File: src/rtl/slug_io_pkg.sv
// Shared constants and types for the slug CPU board I/O.
package slug_io_pkg;

    localparam int unsigned SW_LSB          = 0;
    localparam int unsigned BTN_LSB         = 4;
    localparam int unsigned IO_W            = 8;
    localparam int unsigned DB_CYCLES_25MHZ = 250000;

    typedef logic [IO_W-1:0] io_word_t;

endpackage

File: src/rtl/slug_debounce_bit.sv
// One conditioned input: polarity fix, two-flop synchroniser, debounce
// counter, registered rising-edge strobe and sticky rising-edge flag.
module slug_debounce_bit
    import slug_io_pkg::*;
#(
    parameter int unsigned DB_CYCLES = DB_CYCLES_25MHZ,
    parameter logic        INV       = 1'b0
) (
    input  logic pclk,
    input  logic rst,
    input  logic raw,
    input  logic clr,
    output logic level,
    output logic rise_pulse,
    output logic rise_flag
);

    localparam int unsigned      CNT_W   = $clog2(DB_CYCLES);
    localparam logic [CNT_W-1:0] CNT_MAX = CNT_W'(DB_CYCLES - 1);

    logic             s1;
    logic             s2;
    logic [CNT_W-1:0] cnt;
    logic             level_d;
    logic             accept;
    logic             rise_now;

    // Acceptance happens on the edge where a mismatch has persisted long enough.
    always_comb begin
        accept   = (s2 != level) && (cnt == CNT_MAX);
        rise_now = accept && s2;
    end

    // Polarity-corrected pin into a plain two-flop synchroniser.
    always_ff @(posedge pclk or negedge rst) begin
        if (!rst) begin
            s1 <= 1'b0;
            s2 <= 1'b0;
        end else begin
            s1 <= raw ^ INV;
            s2 <= s1;
        end
    end

    // Debounce: any cycle agreeing with the current level restarts the count.
    always_ff @(posedge pclk or negedge rst) begin
        if (!rst) begin
            cnt   <= '0;
            level <= 1'b0;
        end else if (s2 == level) begin
            cnt <= '0;
        end else if (accept) begin
            level <= s2;
            cnt   <= '0;
        end else begin
            cnt <= cnt + CNT_W'(1);
        end
    end

    // Strobe lags level by one edge; the flag is set on the accepting edge
    // itself and a simultaneous clear loses to the set.
    always_ff @(posedge pclk or negedge rst) begin
        if (!rst) begin
            level_d    <= 1'b0;
            rise_pulse <= 1'b0;
            rise_flag  <= 1'b0;
        end else begin
            level_d    <= level;
            rise_pulse <= level & ~level_d;
            if (rise_now) begin
                rise_flag <= 1'b1;
            end else if (clr) begin
                rise_flag <= 1'b0;
            end
        end
    end

endmodule

File: src/rtl/slug_input_cond.sv
// Input conditioner for the slug CPU port_in word: WIDTH independent
// debounced inputs plus a registered "any event pending" summary.
module slug_input_cond
    import slug_io_pkg::*;
#(
    parameter int unsigned      WIDTH     = IO_W,
    parameter int unsigned      DB_CYCLES = DB_CYCLES_25MHZ,
    parameter logic [WIDTH-1:0] INVERT    = '0
) (
    input  logic             pclk,
    input  logic             rst,
    input  logic [WIDTH-1:0] raw_in,
    input  logic [WIDTH-1:0] clr,
    output logic [WIDTH-1:0] level,
    output logic [WIDTH-1:0] rise_pulse,
    output logic [WIDTH-1:0] rise_flag,
    output logic             any_rise
);

    for (genvar i = 0; i < WIDTH; i++) begin : g_bit
        slug_debounce_bit #(
            .DB_CYCLES (DB_CYCLES),
            .INV       (INVERT[i])
        ) u_bit (
            .pclk       (pclk),
            .rst        (rst),
            .raw        (raw_in[i]),
            .clr        (clr[i]),
            .level      (level[i]),
            .rise_pulse (rise_pulse[i]),
            .rise_flag  (rise_flag[i])
        );
    end

    // Registered OR of the sticky flags, one cycle behind rise_flag.
    always_ff @(posedge pclk or negedge rst) begin
        if (!rst) begin
            any_rise <= 1'b0;
        end else begin
            any_rise <= |rise_flag;
        end
    end

endmodule

File: config.mk
export PLATFORM = sky130hd
export DESIGN_NAME = slug_input_cond
export DESIGN_NICKNAME = d
export VERILOG_FILES = /design/src/rtl/slug_io_pkg.sv /design/src/rtl/slug_debounce_bit.sv /design/src/rtl/slug_input_cond.sv
export SDC_FILE = /design/constraint.sdc
export NUM_CORES = 1
export LEC_CHECK = 0
export CAP_MARGIN = 25
export CORE_MARGIN = 4
export CORE_UTILIZATION = 30
export CTS_BUF_LIST = sky130_fd_sc_hd__clkbuf_4 sky130_fd_sc_hd__clkbuf_8
export CTS_CLUSTER_DIAMETER = 80
export DETAILED_ROUTE_END_ITERATION = 16
export PLACE_DENSITY_LB_ADDON = 0.05
export SETUP_SLACK_MARGIN = 0.05
export SLEW_MARGIN = 15
export SYNTH_ARGS = -nofsm -noshare
export SYNTH_HDL_FRONTEND = slang
export SYNTH_SLANG_ARGS = --single-unit
File: constraint.sdc
create_clock -name pclk -period 2.4 [get_ports pclk]
set_input_delay 0.24 -clock pclk [delete_from_list [all_inputs] [get_ports pclk]]
set_output_delay 0.24 -clock pclk [all_outputs]
set_load 0.02 [all_outputs]
---- Yosys cells after proc, flatten, opt, wreduce, memory -nomap -nowiden ----
Index checks and enable logic that the tools add are counted.
storage, ports and cells
  logic and storage cells ................. 178
  input port bits ......................... 18
  register bits after elaboration ......... 193
cells by class
  equal/unequal tests ..................... 24
  mux-type cells .......................... 32
  add/sub/neg operators ................... 8
  bitwise logic cells ..................... 24
  reductions and logical operators ........ 33
operator list
  kind                   number
  $mux 18                16
  $add 18x1->18 const B  8
  $eq 18x18->1 const B   8
  $logic_and 1x1->1      16
  $mux 1                 16
  $not 1->1              16
  $reduce_and 2->1       8
  $reduce_bool 2->1      8
  $and 1x1->1            8
  $eq 1x1->1             8
  $ne 1x1->1             8
  $reduce_or 8->1        1

---- Depth between registers and ports, before layout ----
Gate-level depths: netlist of run 1.
  word-level depth ........................ 4
  mapped depth ............................ 6
  mapped depth without buffers ............ 5

---- By module ----
A second synthesis of run 1 with hierarchy kept.
unflattened totals
  cell total of the unflattened synthesis .. 845
  area total of the unflattened synthesis .. 8912.3 um2
modules (own cells, without submodules)
  module                                  area an instance (um2)  cells each  instances
  slug_debounce_bit (g_bit[0].u_bit ...)  1109.8                  105         7
  slug_debounce_bit (g_bit[3].u_bit)      1102.3                  106         1
  slug_input_cond                         41.3                    4           1

---- Worst setup path after synthesis of run 1 ----
Ideal clock, no wire load.
  path kind ............................... register -> register
  start point ............................. register g_bit[0].u_bit.cnt[10]
  end point ............................... register g_bit[0].u_bit.level
  library setup time ...................... 0.125 ns
  path slack .............................. 0.536 ns
  cell stages (with the launch flop) ...... 5
  data arrival time ....................... 1.739 ns
  required time ........................... 2.275 ns
  path through ............................ dfrtp_1 nor4_1 nand4_1 or4_4 mux2_4
on the way
  longest elaborated chain between the ends .. 3
RTL lines
  element                            line                     source
  start, declared                    slug_debounce_bit.sv:23  logic [CNT_W-1:0] cnt;
  start signal, assigned             slug_debounce_bit.sv:56  cnt <= cnt + CNT_W'(1);
  $eq 18x18->1                       slug_debounce_bit.sv:30  accept = (s2 != level) && (cnt == CNT_MAX);
  $logic_and 1x1->1                  slug_debounce_bit.sv:30
  $reduce_and 2->1 (no source line)  -
  end signal, assigned               slug_debounce_bit.sv:49  level <= 1'b0;
  end signal, assigned               slug_debounce_bit.sv:53  level <= s2;
  end, declared                      slug_debounce_bit.sv:13  output logic level,
No other way between the ends.
A chain may end at the register's enable or synchronous reset.

---- Final worst setup path of run 1 ----
Same ends and word-level chain as after synthesis.

==> results of run 1 <==
## flip-flops by register name (all words and copies together), names as in the netlist
signal and flops:
g_bit.u_bit.cnt 144, g_bit.u_bit.s1 8, g_bit.u_bit.rise_flag 8, g_bit.u_bit.rise_pulse 8, any_rise 1, g_bit.u_bit.level 8, g_bit.u_bit.s2 8, g_bit.u_bit.level_d 8
## Yosys cell counts (11+ instances only)
| master | instances | area, sq um |
|---|---|---|
| or4_1 | 15 | 112.6 |
| nand2_1 | 35 | 131.4 |
| nor2b_1 | 11 | 68.82 |
| a21oi_1 | 13 | 65.06 |
| nor4_1 | 48 | 300.3 |
| inv_1 | 31 | 116.4 |
| nand4_1 | 37 | 231.5 |
| nor3_1 | 26 | 130.1 |
| buf_2 | 11 | 55.05 |
| dfrtp_1 | 193 | 4830 |
| xor2_1 | 38 | 332.8 |
| nand3_1 | 53 | 265.3 |
| xnor2_1 | 85 | 744.5 |
| buf_4 | 24 | 180.2 |
| nor2_1 | 138 | 518.0 |
## where the power goes
group | leakage (nW) | switching [mW] | total (mW) | internal [mW]
Sequential | 2.64 | 0.0449 | 3.34 | 3.30
Clock | 0.190 | 1.27 | 2.06 | 0.794
Combinational | 1.31 | 0.139 | 0.230 | 0.0906
Total | 4.14 | 1.45 | 5.63 | 4.18
## cell families (layout without fill, tap and decap cells)
group / count (synthesis) / in the layout / share of synthesized area (%)
AND/OR/NAND/NOR: 409 / 409 / 23.92
flip-flops: 193 / 193 / 53.78
XOR/XNOR: 123 / 123 / 12.00
buffers and inverters: 68 / 133 / 3.999
AO/OA/AOI/OAI: 42 / 42 / 4.138
adder cells (fa/ha/maj): 8 / 8 / 1.115
multiplexers: 8 / 8 / 1.045
## per-stage QoR
stage | hold slack [ns] | cells | power, mW | instance area [sq um]
3_5_place_dp | 0.2881 | 1273 | 3.643 | 9864
5_1_grt | 0.1493 | 1306 | 5.912 | 10240
6_report | 0.1858 | 1306 | 5.633 | 10240
2_1_floorplan | -0.05559 | 851 | 3.485 | 8980
4_1_cts | 0.1430 | 1306 | 5.753 | 10240
3_3_place_gp | 0.2786 | 1273 | 3.634 | 9864
## what timing repair did
item,in CTS,in global routing
hold endpoints to repair,61,0
endpoints found under the setup margin,0,0
hold buffers,1,0
resized for setup,0,0
## worst paths after layout
check	start	to	slack [ns]	cells after the start
worst max-delay path	g_bit[0].u_bit.cnt[10]$_DFF_PN0_	g_bit[0].u_bit.level$_DFFE_PN0P_	0.40	4
max in group asynchronous	rst	g_bit[7].u_bit.cnt[16]$_DFF_PN0_	1.33	3
min in group asynchronous	rst	g_bit[3].u_bit.cnt[4]$_DFF_PN0_	0.32	2
worst max register to register	g_bit[0].u_bit.cnt[10]$_DFF_PN0_	g_bit[0].u_bit.level$_DFFE_PN0P_	0.40	4
worst min-delay path	raw_in[0]	g_bit[0].u_bit.s1$_DFF_PN0_	0.19	1
worst min register to register	g_bit[7].u_bit.s1$_DFF_PN0_	g_bit[7].u_bit.s2$_DFF_PN0_	0.35	0
## cell type report
type,instances,area [sq um]
tap,390,488.0
fill,2972,19320
clock buffer,19,255.2
inverter,31,116.4
timing repair buffer,70,649.4
clock inverter,13,113.9
multi-input combinational,590,3791
sequential,193,4830
## metal layers
layer | wire (microns) | GRT usage [%]
met5 | 0 | 0
met4 | 362 | 3.873
met3 | 498 | 2.678
met2 | 8948 | 19.48
met1 | 8819 | 15.45
==> run summary, run 1 <==
H-tree levels: 4
Number of detailed-route iterations in the first pass: 4
# clock sinks: 193
# port buffers: 42
Critical Path Start Type: flip-flop
Pins Over Slew Limit: 0
Async set-reset flop share out of synthesis: 100.0%
Setup violators final: 0
Max Cap Violations: 0
Outcome: finished, final reports clean
Most common cell after layout, fill and taps aside: dfrtp_1
CTS Buffer Depth: 2
Largest net degree at the start of global routing: 67
Initial DRC Count: 363
Crit share post-route: 83.40%
Total GRT Usage: 11.80%
Worst-path clk slew: 0.11 ns
Fin Clk Skew: 0.02008 ns
EDFF count, synth: 0
Top_reg_cell synth: dfrtp_1
Antenna Cells: 0
Setup ws final: 0.3985 ns
Layout net count: 929
Tmin final: 2.001 ns
CTS buffer count: 17
Hold Crit Class: primary input to flip-flop
First-pass GRT wire length: 32150 microns
Slew HR: 61.21%
WP data arrival: 2.37 ns
Fraction of layout cells with a size suffix above 1: 9.061%
Clk_lat worst skew: 0.48 ns
Worst endpoint required time: 2.77 ns
Commonest cells after routing, fill and taps aside: dfrtp_1, nor2_1, xnor2_1
Pwr dens: 549.9 mW/mm^2
Ys Warns: 0
Worst Tran Pin Value: 0.5766 ns
Worst path bufs/invs: 0
CP Max Fanout: 6
DR WL/cell: 14.26 microns
Drc violations: 0
DP HPWL: 13250 microns
Congestion Overflow GR: 0
Layout Utilization: 34.65%
Critical Path, Cell by Cell: nor4_1 > nand4_1 > or4_4 > mux2_4
Setup tns final: 0 ns
Num rows: 63
WS Path Type: flip-flop to flip-flop
Die W: 181.0 microns
Yosys reg bits: 193
Synth Cell Area: 0.008980 sq mm
Routed vias: 6242
Antenna-violating nets left: 0
GPL Wtd Cong: 0.7822
Initial Utilization: 30.38%
Die ar.: 0.03276 sq mm
Worst path max stage delay: 0.60 ns
Synthesized netlist cell count: 851
Layout area overhead: 14.07%
Fin. Hold Viols: 0
CTS tree: done
CTS root buf: clkbuf_8
Pre-CTS WS: 0.3950 ns
Syn_area_per_cell: 10.55 sq um
Largest delay share family, worst path: simple AND/OR/NAND/NOR gates
# Post-CTS Setup Buffers: 0
Synthesized Nets: 877
Leakage Power: 4.143 nW
Ports: 43
Final WL: 18630 microns
Worst vdd ir: 344.7 uV
Sequential area share after synthesis: 53.78%
Die height: 181.0 microns
Via density: 4.779
Max Clock Freq: 499.6 MHz
Unique masters post-synth: 46
Initial antenna violation count: 0
Vias in the first global route: 6503
CP Capture Type: flip-flop
Crit path max-delay cell type: or4_4
Unrepaired setup endpoints after global routing: false
Core footprint: 0.02956 sq mm
Note: power is estimated with default switching activity, not from simulation.
==> run 2: changes to the inputs <==
clock period = 1.88 ns   (was 2.4 ns; I/O delays follow)
==> run 2 against run 1 <==
Compared with the run above: non-clock buffer count is 61 higher; register-to-register slack got worse by 0.34 ns; count of clock-buffer cells in the layout grew 1; sequential share of layout area is 2.8 points lower.
==> run summary, run 2 (synthesis gave the netlist of run 1 again) <==
Worst endpoint required time: 2.24 ns
Worst Tran Pin Value: 0.5483 ns
Antenna-violating nets left: 0
Pwr dens: 662.6 mW/mm^2
Critical Path, Cell by Cell: nor4_2 > nand4_1 > or4_4 > mux2_4
FF-to-FF setup slack: 0.06 ns
Routed vias: 6332
Pins Over Slew Limit: 0
Crit share post-route: 96.63%
# port buffers: 42
Worst R2R End: g_bit[0].u_bit.level$_DFFE_PN0P_
Initial DRC Count: 298
First-pass GRT wire length: 32920 microns
Antenna Cells: 0
CTS root buf: clkbuf_8
Layout net count: 990
Dpl cell area: 0.01032 sq mm
Initial antenna violation count: 0
Max Clock Freq: 550.5 MHz
Reg2reg start: g_bit[0].u_bit.cnt[8]$_DFF_PN0_
Crit path max-delay cell type: or4_4
Hold Path Sink: g_bit[0].u_bit.s1$_DFF_PN0_
Largest net degree at the start of global routing: 58
Pwr Total: 7.229 mW
Outcome: finished, final reports clean
# fillers: 2937
Layout Utilization: 36.91%
Fin Clk Skew: 0.02469 ns
GPL Wtd Cong: 0.8075
Worst vdd ir: 424.0 uV
Hold Crit Class: primary input to flip-flop
# clock sinks: 193
Fraction of layout cells with a size suffix above 1: 17.81%
Number of detailed-route iterations in the first pass: 5
H-tree levels: 4
Finished layout cell area: 0.01091 sq mm
CTS buffer count: 17
Slew HR: 63.44%
Congestion Overflow GR: 0
Via density: 4.632
Layout area overhead: 21.49%
DR WL/cell: 13.93 microns
Fin. Hold Viols: 0
Largest delay share family, worst path: simple AND/OR/NAND/NOR gates
Final WL: 19040 microns
Setup tns final: 0 ns
Hold Path Depth: 1
CTS tree: done
Area occupied by multi-input gates: 0.003924 sq mm
HP Start: raw_in[0]
Commonest cells after routing, fill and taps aside: dfrtp_1, nor2_1, xnor2_1
Ports: 43
WS Path Type: flip-flop to flip-flop
Die height: 181.0 microns
Max Cap Violations: 0
DP HPWL: 13590 microns
Max reg flops: 144
Core footprint: 0.02956 sq mm
Storage element area: 0.004838 sq mm
Num rows: 63
Critical Path Start Type: flip-flop
Die ar.: 0.03276 sq mm
Top reg by flops: g_bit.u_bit.cnt
Initial Utilization: 30.38%
Most common cell after layout, fill and taps aside: dfrtp_1
Worst-path clk slew: 0.11 ns
Vias in the first global route: 6538
Worst path max stage delay: 0.57 ns
Reg2Reg Depth: 4
CP Max Fanout: 3
Tmin final: 1.817 ns
Unrepaired setup endpoints after global routing: true
Total GRT Usage: 12.05%
Leakage Power: 4.598 nW
Setup violators final: 0
CP Capture Type: flip-flop
Clk_lat worst skew: 0.47 ns
CTS Buffer Depth: 2
WP data arrival: 2.18 ns
Die W: 181.0 microns
Worst path bufs/invs: 0
Drc violations: 0
run 2: what timing repair did:
action	CTS	global route
gates resized for setup	5	33
pin swaps	2	12
hold buffers	1	0
endpoints found under the hold margin	53	0
buffers inserted	1	7
endpoints found under the setup margin	23	76
run 2: power breakdown:
group | total, mW | internal [mW] | switching (mW)
registers | 4.26 | 4.21 | 0.0548
clock network | 2.64 | 1.04 | 1.60
logic | 0.323 | 0.136 | 0.187
total | 7.23 | 5.38 | 1.84
run 2: worst max-delay path by stage:
stage | from | slack [ns] | endpoint | cells after the start
final | g_bit[0].u_bit.cnt[8]$_DFF_PN0_ | 0.06 | g_bit[0].u_bit.level$_DFFE_PN0P_ | 4
after global placement | g_bit[2].u_bit.cnt[10]$_DFF_PN0_ | -0.02 | g_bit[2].u_bit.level$_DFFE_PN0P_ | 4
after floorplan | g_bit[0].u_bit.cnt[6]$_DFF_PN0_ | 0.02 | g_bit[0].u_bit.level$_DFFE_PN0P_ | 4
after CTS | g_bit[2].u_bit.cnt[10]$_DFF_PN0_ | -0.02 | g_bit[2].u_bit.level$_DFFE_PN0P_ | 4
after detailed placement | g_bit[2].u_bit.cnt[10]$_DFF_PN0_ | -0.07 | g_bit[2].u_bit.level$_DFFE_PN0P_ | 4
after global routing | g_bit[4].u_bit.cnt[1]$_DFF_PN0_ | 0.008 | g_bit[4].u_bit.cnt[16]$_DFF_PN0_ | 5
run 2: area by class of cell:
cell class | count | share of cell area, %
Clock buffer | 20 | 2.409
Inverter | 31 | 1.067
Multi-Input combinational cell | 590 | 35.97
Tap cell | 390 | 4.473
Clock inverter | 12 | 1.044
Sequential cell | 193 | 44.35
Timing Repair Buffer | 131 | 10.69
run 2: through the flow:
stage               hold slack, ns  cells  setup WS (ns)
global placement            0.2228   1326       -0.01957
CTS                         0.1019   1360       -0.02246
global route                0.1077   1367       0.007502
detailed placement          0.2317   1326       -0.07303
finish                      0.1415   1367        0.06342
floorplan                  -0.1076    851        0.02301
run 2: routing by layer:
layer,vias to the layer above,GRT usage (%),wire (microns)
met5,-,0,0
met2,40,19.99,9175
met4,0,2.732,163
li1,3187,-,-
met1,3098,16.36,9380
met3,7,2.476,320
